[config.mk]
export PLATFORM = sky130hd
export DESIGN_NAME = mux_select_arbiter
export DESIGN_NICKNAME = d
export VERILOG_FILES = /design/src/rtl/mux_select_arbiter.sv
export SDC_FILE = /design/constraint.sdc
export NUM_CORES = 1
export LEC_CHECK = 0
export CAP_MARGIN = 15
export CORE_UTILIZATION = 35
export DETAILED_ROUTE_END_ITERATION = 16
export PLACE_DENSITY_LB_ADDON = 0.15
export SLEW_MARGIN = 20
export SYNTH_ARGS = -nofsm -noshare
export SYNTH_HDL_FRONTEND = slang
export SYNTH_SLANG_ARGS = --single-unit
[constraint.sdc]
create_clock -name clk -period 1.6 [get_ports clk]
set_clock_uncertainty 0.15 [all_clocks]
set_input_delay 0.16 -clock clk [delete_from_list [all_inputs] [get_ports clk]]
set_output_delay 0.16 -clock clk [all_outputs]
set_load 0.005 [all_outputs]
[src/rtl/mux_select_arbiter.sv]
// mux_select_arbiter
//   Two-source, packet-aware round-robin arbiter feeding a 2:1 mux. It drives
//   the mux select line and presents the granted source's beat through a
//   single registered output stage with valid/ready handshake. A grant is held
//   until the granted source delivers a beat marked last, so packets from the
//   two sources never interleave.
//
// Ports
//   clk          system clock, rising edge
//   reset        synchronous active-high reset
//   in0_valid    source 0 offers a beat
//   in0_data     source 0 beat data
//   in0_last     source 0 beat closes its packet
//   in0_ready    source 0 beat accepted when in0_valid & in0_ready
//   in1_valid    source 1 offers a beat
//   in1_data     source 1 beat data
//   in1_last     source 1 beat closes its packet
//   in1_ready    source 1 beat accepted when in1_valid & in1_ready
//   select_line  index of the source whose beat sits in the output register
//   out_valid    output register holds a beat
//   out_data     output beat data
//   out_last     output beat closes its packet
//   out_ready    downstream accepts the beat when out_valid & out_ready
module mux_select_arbiter #(
  parameter int DATA_WIDTH = 8
) (
  input  logic                  clk,
  input  logic                  reset,
  input  logic                  in0_valid,
  input  logic [DATA_WIDTH-1:0] in0_data,
  input  logic                  in0_last,
  output logic                  in0_ready,
  input  logic                  in1_valid,
  input  logic [DATA_WIDTH-1:0] in1_data,
  input  logic                  in1_last,
  output logic                  in1_ready,
  output logic                  select_line,
  output logic                  out_valid,
  output logic [DATA_WIDTH-1:0] out_data,
  output logic                  out_last,
  input  logic                  out_ready
);

  typedef enum logic [1:0] {
    IDLE  = 2'd0,
    LOCK0 = 2'd1,
    LOCK1 = 2'd2
  } state_t;

  state_t                  state_q, state_d;
  logic                    rr_q, rr_d;
  logic                    out_valid_q, out_valid_d;
  logic [DATA_WIDTH-1:0]   out_data_q, out_data_d;
  logic                    out_last_q, out_last_d;
  logic                    sel_q, sel_d;

  logic                    load_en;
  logic                    grant0, grant1;
  logic                    acc0, acc1;

  // The output register can take a new beat when empty or being drained.
  assign load_en = !out_valid_q || out_ready;

  // Arbitration. rr_q holds the source that completed the last packet, so a
  // tie goes to the other one; rr_q resets to 1 so the first tie favours 0.
  always_comb begin
    grant0 = 1'b0;
    grant1 = 1'b0;
    case (state_q)
      IDLE: begin
        if (in0_valid && in1_valid) begin
          grant0 = rr_q;
          grant1 = !rr_q;
        end else begin
          grant0 = in0_valid;
          grant1 = in1_valid;
        end
      end
      LOCK0:   grant0 = 1'b1;
      LOCK1:   grant1 = 1'b1;
      default: begin
        grant0 = 1'b0;
        grant1 = 1'b0;
      end
    endcase
  end

  // Readies are masked during reset so nothing is accepted on a reset edge.
  assign in0_ready = grant0 && load_en && !reset;
  assign in1_ready = grant1 && load_en && !reset;
  assign acc0      = in0_valid && in0_ready;
  assign acc1      = in1_valid && in1_ready;

  always_comb begin
    state_d     = state_q;
    rr_d        = rr_q;
    out_valid_d = out_valid_q;
    out_data_d  = out_data_q;
    out_last_d  = out_last_q;
    sel_d       = sel_q;

    if (state_q != IDLE && state_q != LOCK0 && state_q != LOCK1) begin
      state_d = IDLE;
    end

    if (acc0) begin
      out_valid_d = 1'b1;
      out_data_d  = in0_data;
      out_last_d  = in0_last;
      sel_d       = 1'b0;
      if (in0_last) begin
        state_d = IDLE;
        rr_d    = 1'b0;
      end else begin
        state_d = LOCK0;
      end
    end else if (acc1) begin
      out_valid_d = 1'b1;
      out_data_d  = in1_data;
      out_last_d  = in1_last;
      sel_d       = 1'b1;
      if (in1_last) begin
        state_d = IDLE;
        rr_d    = 1'b1;
      end else begin
        state_d = LOCK1;
      end
    end else if (out_ready) begin
      // Drained with nothing new: data, last and select keep their values.
      out_valid_d = 1'b0;
    end
  end

  // Output register stage
  always_ff @(posedge clk) begin
    if (reset) begin
      state_q     <= IDLE;
      rr_q        <= 1'b1;
      out_valid_q <= 1'b0;
      out_data_q  <= '0;
      out_last_q  <= 1'b0;
      sel_q       <= 1'b0;
    end else begin
      state_q     <= state_d;
      rr_q        <= rr_d;
      out_valid_q <= out_valid_d;
      out_data_q  <= out_data_d;
      out_last_q  <= out_last_d;
      sel_q       <= sel_d;
    end
  end

  assign out_valid   = out_valid_q;
  assign out_data    = out_data_q;
  assign out_last    = out_last_q;
  assign select_line = sel_q;

endmodule
==> results of run 1 <==
## flip-flops by register name, summed over array words and instances, names as in the netlist
| signal | cells |
|---|---|
| out_valid | 1 |
| state_q | 2 |
| out_last | 1 |
| rr_q | 1 |
| select_line | 1 |
| out_data | 8 |
## per-layer routing
metal  vias up  track usage [%]
li1        430                -
met1       424             25.5
met2        24             31.4
met3         7             6.42
met4         0             5.56
met5         -                0
## kinds of logic (layout without fill, tap and decap cells)
| kind of cell | after synthesis | after routing | share of synthesized area, % |
|---|---|---|---|
| compound gates | 17 | 17 | 19.0 |
| simple gates | 47 | 47 | 33.6 |
| flops | 14 | 14 | 38.4 |
| buf+inv | 9 | 67 | 9.07 |
## worst register-to-register path: stages (launching register included)
cell                       delay [ns]
sky130_fd_sc_hd__dfxtp_2         0.32
sky130_fd_sc_hd__nor2b_4         0.14
sky130_fd_sc_hd__buf_6           0.13
sky130_fd_sc_hd__nor4_4          0.32
sky130_fd_sc_hd__buf_4           0.20
sky130_fd_sc_hd__nand2_2         0.06
sky130_fd_sc_hd__a311oi_1        0.21
## metrics by stage
step / worst slack [ns] / utilization (%)
global route: -0.0546 / 71.6
detailed placement: -0.422 / 61.9
floorplan: -0.0509 / -
finish: -0.00671 / 71.6
global placement: -0.378 / 61.9
CTS: -0.0000626 / 68.6
## report_power, final
group | total (mW) | switching (mW) | internal (mW)
clock network | 0.252 | 0.113 | 0.138
registers | 0.393 | 0.0160 | 0.377
logic | 0.336 | 0.134 | 0.202
## Yosys cell counts, types with 2 or more instances
cell type                   n
sky130_fd_sc_hd__a211oi_1   2
sky130_fd_sc_hd__a21oi_1    2
sky130_fd_sc_hd__a311oi_1   8
sky130_fd_sc_hd__buf_2      2
sky130_fd_sc_hd__buf_6      2
sky130_fd_sc_hd__dfxtp_1   14
sky130_fd_sc_hd__inv_1      3
sky130_fd_sc_hd__nand2_1   19
sky130_fd_sc_hd__nand2b_1   2
sky130_fd_sc_hd__nor2_1    14
sky130_fd_sc_hd__nor3_1     2
sky130_fd_sc_hd__nor4_1     2
## repair_timing
item | 4_1_cts | 5_1_grt
pin swaps | 10 | 13
resized for setup | 31 | 16
buffers inserted | 4 | 1
cloned | 1 | 0
setup endpoints to repair | 12 | 12
## final cells by class
class                      count  area share [%]
multi-input combinational     64            34.4
timing repair buffer          60            39.4
clock buffer                   4            2.58
inverter                       3           0.801
sequential                    14            20.5
tap                           27            2.40
## worst paths after layout
path / start / endpoint / slack [ns] / cells after the start
worst min-delay path: in0_data[6] / out_data[6]$_SDFFE_PP0P_ / 0.30 / 3
worst min register to register: select_line$_SDFFE_PP0P_ / select_line$_SDFFE_PP0P_ / 0.34 / 2
worst max-delay path: out_valid$_SDFFE_PP0P_ / out_last$_SDFFE_PP0P_ / -0.007 / 6
worst max register to register: out_valid$_SDFFE_PP0P_ / out_last$_SDFFE_PP0P_ / -0.007 / 6
==> run_results.csv, run 1 <==
group,metric,value,unit
worst_hold_path,type_of_the_most_critical_hold_path,"input port to flop",
cts,tritoncts,"built",
placement,place_congestion,0.855,
finish,final_cell_mix,"sky130_fd_sc_hd__clkdlybuf4s50_1, sky130_fd_sc_hd__buf_4, sky130_fd_sc_hd__nand2_1, sky130_fd_sc_hd__nor2_1, sky130_fd_sc_hd__dfxtp_1",
route,drt_pre_antenna_iters,4,
run_status,failed_checks,"negative setup slack",
synthesis,synth_largest_type_area_fraction,38.4,%
die,die_area,2270,sq um
die,die-width,47.7,um
pwr,total_power,981,uW
global_route,antenna_violations_before_repair,0,
global_route,grt_first_pass_wirelength,3160,um
finish,final_nets,169,
cts,cts_root_buf,"sky130_fd_sc_hd__clkbuf_4",
synthesis,sequential_area_share_after_synthesis,38.4,%
route,post_drt_antenna_nets,0,
cts,worst_setup_hold_path_clk_slew,0.08,ns
placement,place.port_buffers,35,
route,drc,0,
synthesis,synth.largest_area_cell,"sky130_fd_sc_hd__dfxtp_1",
global_route,grtUsageTotal,19.7,%
run,drv.max_cap_violation_count,0,
critical_path,critical_path_arrival,1.65,ns
timing,fin_crit,1.61,ns
die,core.rowCount,16,
finish,post_layout_nonfiller_instances,172,
critical_path,critical_path_peak_fanout,4,
timing,drv_slew,0,
die,io-pin-count,36,
synthesis,dominant_register_cell_in_the_synthesized_netlist,"sky130_fd_sc_hd__dfxtp_1",
route,avgViaCountPerCell,5.15,
die,die_height,47.7,um
route,drt_first_iter_violations,9,
finish,mostFrequentLayoutCell,"sky130_fd_sc_hd__clkdlybuf4s50_1",
synthesis,syn-instance-count,87,
critical_path,worst_setup_path_start_kind,"flop",
global_route,gr-total-overflow,0,
timing,final_critical_path_setup_slack,-0.00671,ns
route,route.vias.total,885,
route,dr_wl_met3,87,um
pwr,power.leakage,0.567,nW
cts,numCtsBuffers,3,
placement,post-dp-hpwl,1490,um
cts,clk_latency,0.28,ns
pwr,irDropWorstVdd,546,uV
finish,final_design_area_no_fill,1410,sq um
synthesis,synth.yosys.warnings,0,
timing,hold_viol,0,
timing,grt_setup_unrepaired,"yes",
synthesis,number_of_synthesized_flops_with_an_enable_pin,0,
timing,tightestPinTransition,0.328,ns
synthesis,syn_avg_cell_area,8.40,sq um
timing,slew-limit-headroom,77.8,%
route,wl_met1,994,um
critical_path,cp_slowest_stage_delay,0.32,ns
die,floorplan.core_area,1960,sq um
cts,cts_hold_buf,0,
route,maxUsedRoutingLayer,"met4",
synthesis,syn_area,731,sq um
run_status,run_status,"complete, but fails checks",
finish,final.fill_count,159,
route,finalWirelength,2210,um
global_route,number_of_global_route_vias_before_repair,724,
timing,max_freq,622,MHz
timing,finalSetupViolCount,2,
pwr,power_density,698,nW/um^2
finish,sequential_cell_area,288,sq um
synthesis,synth_cell_types,27,
synthesis,synth.ff_latch_count,14,
critical_path,critPathCaptureType,"flop",
finish,syn2layout_area_growth,92.3,%
finish,drive_above_1_share,40.7,%
synthesis,synth-async-reset-ratio,0,%
synthesis,syn_nets,110,
critical_path,critPathKind,"flop to flop",
placement,number_of_instances_in_the_placed_design,163,
critical_path,crit_path_top_delay_cell,"sky130_fd_sc_hd__dfxtp_2",
critical_path,cp_data_required_time,1.64,ns
global_route,largest_net_degree_at_the_start_of_global_routing,11,
cts,cts.sinks,14,
timing,setup_tns,-0.0109,ns
timing,post-route-period-util,100,%
route,met2WireLength,1070,um
critical_path,critical_path_buf_inv_count,2,
critical_path,critical-path-top-delay-family,"simple AND/OR/NAND/NOR gates",
finish,multi_input_comb_area,483,sq um
placement,place_area,1210,sq um
cts,ctsLongestPathBuffers,2,
synthesis,synth_area_leaders,"sky130_fd_sc_hd__dfxtp_1, sky130_fd_sc_hd__nand2_1, sky130_fd_sc_hd__a311oi_1",
die,start_util,37.2,%
timing,holdWs,0.297,ns
critical_path,timing.critical_path.cells,"nor2b_4 > buf_6 > nor4_4 > buf_4 > nand2_2 > a311oi_1",
route,route.detailed.wl_per_inst,12.8,um
finish,antennaDiodeCount,0,
cts,htree_num_levels,1,
No activity file was read; power rests on OpenSTA's default activity.
==> run 2, diff against run 1 <==
- CORE_MARGIN: unset -> 2
- CORE_UTILIZATION: 35 -> 53
- DONT_BUFFER_PORTS: unset -> 1
==> run_results.csv, run 2 (same netlist as run 1, synthesis figures left out) <==
group,metric,value,unit
pwr,irDropWorstVdd,489,uV
pwr,power.leakage,0.340,nW
finish,antennaDiodeCount,0,
finish,final_design_area_no_fill,920,sq um
pwr,power_density,895,nW/um^2
critical_path,setup.worst_path.start,"out_valid$_SDFFE_PP0P_",
placement,place_area,744,sq um
timing,tightestPinTransition,0.369,ns
run_status,run_status,"complete, but fails checks",
cts,tritoncts,"built",
timing,holdWs,-0.217,ns
die,die_height,41.1,um
cts,htree_num_levels,1,
critical_path,timing.critical_path.cells,"nor2b_4 > or4_4 > o32a_4 > nor2_2",
route,avgViaCountPerCell,6.32,
finish,largest_reg_flops,8,
finish,final_nets,121,
die,floorplan.core_area,1300,sq um
timing,grt_setup_unrepaired,"yes",
cts,cts_root_buf,"sky130_fd_sc_hd__clkbuf_4",
cts,worst_setup_hold_path_clk_slew,0.08,ns
finish,mostFrequentLayoutCell,"sky130_fd_sc_hd__nand2_1",
cts,ctsLongestPathBuffers,2,
global_route,gr-total-overflow,0,
timing,hold_viol,14,
finish,final_cell_mix,"sky130_fd_sc_hd__nand2_1, sky130_fd_sc_hd__nor2_1, sky130_fd_sc_hd__dfxtp_1, sky130_fd_sc_hd__a311oi_1, sky130_fd_sc_hd__buf_4",
cts,numCtsBuffers,3,
die,die_area,1690,sq um
critical_path,worst_setup_path_start_kind,"flop",
global_route,grt_first_pass_wirelength,2010,um
critical_path,cp_data_required_time,1.67,ns
finish,sequential_cell_area,284,sq um
global_route,largest_net_degree_at_the_start_of_global_routing,24,
route,drt_pre_antenna_iters,4,
die,io-pin-count,36,
finish,final.fill_count,104,
critical_path,crit_path_top_delay_cell,"sky130_fd_sc_hd__or4_4",
placement,place.port_buffers,0,
critical_path,reg2reg_from,"out_valid$_SDFFE_PP0P_",
timing,setup_tns,0,ns
cts,cts.sinks,14,
critical_path,critical_path_peak_fanout,6,
timing,fin_crit,1.57,ns
run,drv.max_cap_violation_count,0,
timing,post-route-period-util,98.4,%
critical_path,critPathKind,"flop to flop",
route,post_drt_antenna_nets,0,
critical_path,cp_slowest_stage_delay,0.59,ns
worst_hold_path,holdCritStartpoint,"reset",
finish,multi_input_comb_area,482,sq um
route,drt_first_iter_violations,19,
die,core.rowCount,13,
critical_path,critical_path_arrival,1.64,ns
pwr,total_power,823,uW
placement,worst_case_setup_slack_after_placement,0.0129,ns
timing,slew-limit-headroom,75.2,%
finish,post_layout_nonfiller_instances,112,
placement,post-dp-hpwl,1070,um
timing,finalSetupViolCount,0,
timing,drv_slew,0,
finish,syn2layout_area_growth,25.9,%
route,drc,0,
route,route.vias.total,708,
timing,max_freq,635,MHz
route,finalWirelength,1810,um
finish,drive_above_1_share,32.0,%
route,route.detailed.wl_per_inst,16.2,um
global_route,number_of_global_route_vias_before_repair,473,
die,start_util,56.2,%
critical_path,critical-path-top-delay-family,"simple AND/OR/NAND/NOR gates",
finish,utilization,70.7,%
run_status,failed_checks,"negative hold slack",
placement,number_of_instances_in_the_placed_design,102,
critical_path,critical_path_buf_inv_count,0,
global_route,grtUsageTotal,18.3,%
timing,final_critical_path_setup_slack,0.0261,ns
placement,place_congestion,0.864,
die,die-width,41.1,um
worst_hold_path,type_of_the_most_critical_hold_path,"input port to flop",
critical_path,critPathCaptureType,"flop",
global_route,antenna_violations_before_repair,0,
cts,clk_latency,0.28,ns
-- run 2: cell type report --
class                           instances  area share (%)
Sequential cell                        14            30.9
Clock buffer                            4            3.95
Multi-Input combinational cell         66            52.4
Timing Repair Buffer                   10            9.52
Inverter                                3            1.22
Tap cell                               15            2.04
-- run 2: path summary, 6_finish.rpt --
path	to	slack (ns)	cells after the start
worst max register to register	state_q[0]$_SDFFE_PP0P_	0.03	4
worst min register to register	select_line$_SDFFE_PP0P_	0.34	2
worst min-delay path	state_q[0]$_SDFFE_PP0P_	-0.22	1
worst max-delay path	state_q[0]$_SDFFE_PP0P_	0.03	4
-- run 2: timing repair --
action | 4_1_cts | 5_1_grt
setup buffers | 0 | 3
pin swaps | 1 | 9
hold endpoints to repair | 14 | 14
setup endpoints to repair | 2 | 12
resized for setup | 6 | 15
cloned | 0 | 3
-- run 2: metal layers --
layer	global-route usage, %	up-vias	routed length [um]
met5	0	-	0
met4	7.26	0	22
met3	6.52	4	163
met2	26.6	36	819
met1	24.3	328	806
li1	-	340	-
-- run 2: where the power goes --
part / internal, mW / switching [mW]
clock network: 0.138 / 0.115
logic: 0.0875 / 0.0812
registers: 0.378 / 0.0221
total: 0.604 / 0.218
==> run 3, diff against run 2 <==
- CORE_UTILIZATION: 53 -> 55
- CTS_BUF_LIST: unset -> sky130_fd_sc_hd__clkbuf_4
- SLEW_MARGIN: 20 -> 5
==> run_results.csv, run 3 (same netlist as run 1, synthesis figures left out) <==
group,metric,value,unit
finish,largest_reg_flops,8,
critical_path,cp_data_required_time,1.63,ns
run_status,failed_checks,"negative hold slack, negative setup slack",
finish,sequential_cell_area,284,sq um
timing,hold_viol,14,
global_route,number_of_global_route_vias_before_repair,591,
timing,slew-limit-headroom,76.3,%
die,core.rowCount,13,
finish,final_cell_mix,"sky130_fd_sc_hd__nand2_1, sky130_fd_sc_hd__nor2_1, sky130_fd_sc_hd__dfxtp_1, sky130_fd_sc_hd__buf_4, sky130_fd_sc_hd__a311oi_1",
cts,clk_latency,0.29,ns
cts,ctsLongestPathBuffers,2,
pwr,sequentialPowerShare,50.2,%
die,floorplan.core_area,1270,sq um
timing,fin_crit,1.65,ns
worst_hold_path,hold-path-endpoint,"state_q[0]$_SDFFE_PP0P_",
pwr,swShare,29.5,%
finish,final_design_area_no_fill,956,sq um
pwr,share_clk_of_total_power,25.7,%
finish,final.fill_count,93,
route,route.vias.total,757,
route,drt_first_iter_violations,22,
die,die_area,1640,sq um
route,finalWirelength,2180,um
pwr,power.internal,564,uW
placement,post-dp-hpwl,1190,um
critical_path,rr_worst_depth,6,
pwr,irDropWorstVdd,422,uV
finish,antennaDiodeCount,0,
route,route.detailed.wl_per_inst,19.1,um
pwr,power_density,837,nW/um^2
pwr,power.net_switching,237,uW
timing,tightestPinTransition,0.351,ns
cts,htree_num_levels,1,
cts,cts.sinks,14,
worst_hold_path,holdCritStartpoint,"reset",
critical_path,reg2reg_from,"rr_q$_SDFFE_PP1P_",
placement,place.port_buffers,0,
worst_hold_path,type_of_the_most_critical_hold_path,"input port to flop",
cts,tritoncts,"built",
pwr,power.leakage,0.351,nW
pwr,total_power,800,uW
global_route,grt_most_used_layer,"met2",
timing,post-route-period-util,103,%
critical_path,critPathKind,"flop to flop",
finish,final_nets,124,
timing,finalSetupViolCount,2,
finish,multi_input_comb_area,509,sq um
global_route,grt_first_pass_wirelength,2590,um
finish,syn2layout_area_growth,30.8,%
placement,place_congestion,0.853,
global_route,gr-total-overflow,0,
finish,mostFrequentLayoutCell,"sky130_fd_sc_hd__nand2_1",
die,die_height,40.5,um
route,drt_pre_antenna_iters,4,
route,drc,0,
critical_path,worst_setup_path_start_kind,"flop",
critical_path,r2r_slack,-0.05,ns
placement,place_area,744,sq um
die,start_util,57.6,%
route,post_drt_antenna_nets,0,
run_status,run_status,"complete, but fails checks",
critical_path,r2r-end,"out_data[5]$_SDFFE_PP0P_",
global_route,grtUsageTotal,23.9,%
worst_hold_path,worst_hold_path.num_cells,1,
critical_path,critPathCaptureType,"flop",
global_route,gr-usage-met2,40.1,%
timing,holdWs,-0.226,ns
run,drv.max_cap_violation_count,0,
cts,numCtsBuffers,3,
global_route,antenna_violations_before_repair,0,
finish,post_layout_nonfiller_instances,114,
cts,cts_root_buf,"sky130_fd_sc_hd__clkbuf_4",
global_route,met3_usage,5.00,%
pwr,combPwrFrac,24.1,%
cts,worst_setup_hold_path_clk_slew,0.08,ns
global_route,largest_net_degree_at_the_start_of_global_routing,24,
route,avgViaCountPerCell,6.64,
placement,number_of_instances_in_the_placed_design,102,
timing,setup_tns,-0.0722,ns
die,die-width,40.5,um
global_route,gr-usage-met1,28.6,%
die,io-pin-count,36,
timing,final_critical_path_setup_slack,-0.0474,ns
critical_path,critical_path_peak_fanout,3,
finish,drive_above_1_share,41.4,%
timing,grt_setup_unrepaired,"yes",
timing,drv_slew,0,
critical_path,critical_path_arrival,1.68,ns
timing,max_freq,607,MHz
==> run 3: changes by cell type in the layout (fill, tap and decap cells not counted), moves of 2 or more <==
cell	delta
sky130_fd_sc_hd__nand2_1	-2
sky130_fd_sc_hd__buf_4	+3
sky130_fd_sc_hd__nor4_1	-2
sky130_fd_sc_hd__nor4_2	+2
sky130_fd_sc_hd__nand2_2	+2
sky130_fd_sc_hd__a311oi_2	+2
sky130_fd_sc_hd__a311oi_1	-2
==> run 3: layout make-up <==
cell class / instances / area share (%)
Multi-Input combinational cell: 66 / 53.3
Sequential cell: 14 / 29.7
Timing Repair Buffer: 13 / 11.5
Clock buffer: 3 / 2.36
Tap cell: 15 / 1.96
Inverter: 3 / 1.18
==> run 3: worst max-delay path by stage <==
| stage | startpoint | slack, ns | endpoint | depth (start not counted) |
|---|---|---|---|---|
| after global routing | rr_q$_SDFFE_PP1P_ | -0.07 | in0_ready | 4 |
| after floorplan | out_valid$_SDFFE_PP0P_ | -0.05 | state_q[0]$_SDFFE_PP0P_ | 6 |
| after CTS | out_valid$_SDFFE_PP0P_ | -0.01 | state_q[0]$_SDFFE_PP0P_ | 4 |
| after detailed placement | state_q[1]$_SDFFE_PP0P_ | -0.01 | state_q[0]$_SDFFE_PP0P_ | 4 |
| final | rr_q$_SDFFE_PP1P_ | -0.05 | out_data[5]$_SDFFE_PP0P_ | 6 |
| after global placement | state_q[1]$_SDFFE_PP0P_ | 0.02 | state_q[0]$_SDFFE_PP0P_ | 4 |
==> run 3: power groups by stage <==
| stage | Sequential [mW] | Combinational, mW | Clock [mW] |
|---|---|---|---|
| 4_1_cts | 0.399 | 0.136 | 0.193 |
| 3_5_place_dp | 0.407 | 0.127 | 0 |
| 2_1_floorplan | 0.403 | 0.111 | 0 |
| 3_3_place_gp | 0.405 | 0.124 | 0 |
| 5_1_grt | 0.406 | 0.209 | 0.217 |
| 6_report | 0.402 | 0.193 | 0.206 |
==> run 3: per-layer routing <==
| layer | part of all wire (%) | vias up |
|---|---|---|
| li1 | - | 344 |
| met1 | 37 | 365 |
| met2 | 52 | 39 |
| met3 | 9.0 | 9 |
| met4 | 1.8 | 0 |
| met5 | 0 | - |
==> run 3: worst max-delay path, cell delays in order (launching register included) <==
cell,delay [ns]
sky130_fd_sc_hd__dfxtp_2,0.34
sky130_fd_sc_hd__buf_6,0.12
sky130_fd_sc_hd__buf_6,0.11
sky130_fd_sc_hd__and3b_2,0.21
sky130_fd_sc_hd__or4_4,0.45
sky130_fd_sc_hd__nor2_4,0.12
sky130_fd_sc_hd__nor4_2,0.04
==> run 3: per-stage QoR <==
step	util [%]	setup slack, ns	hold slack (ns)
after floorplan	-	-0.0509	0.167
after detailed placement	58.7	-0.00963	0.0842
after CTS	63.0	-0.0143	-0.213
final	75.3	-0.0474	-0.226
after global routing	75.3	-0.0724	-0.236
after global placement	58.7	0.0192	0.0804
==> run 3: what timing repair did <==
action,4_1_cts,5_1_grt
gates resized for setup,6,24
buffers inserted,2,3
gates cloned,0,4
endpoints found under the setup margin,6,14
pin swaps,1,4
endpoints found under the hold margin,14,14
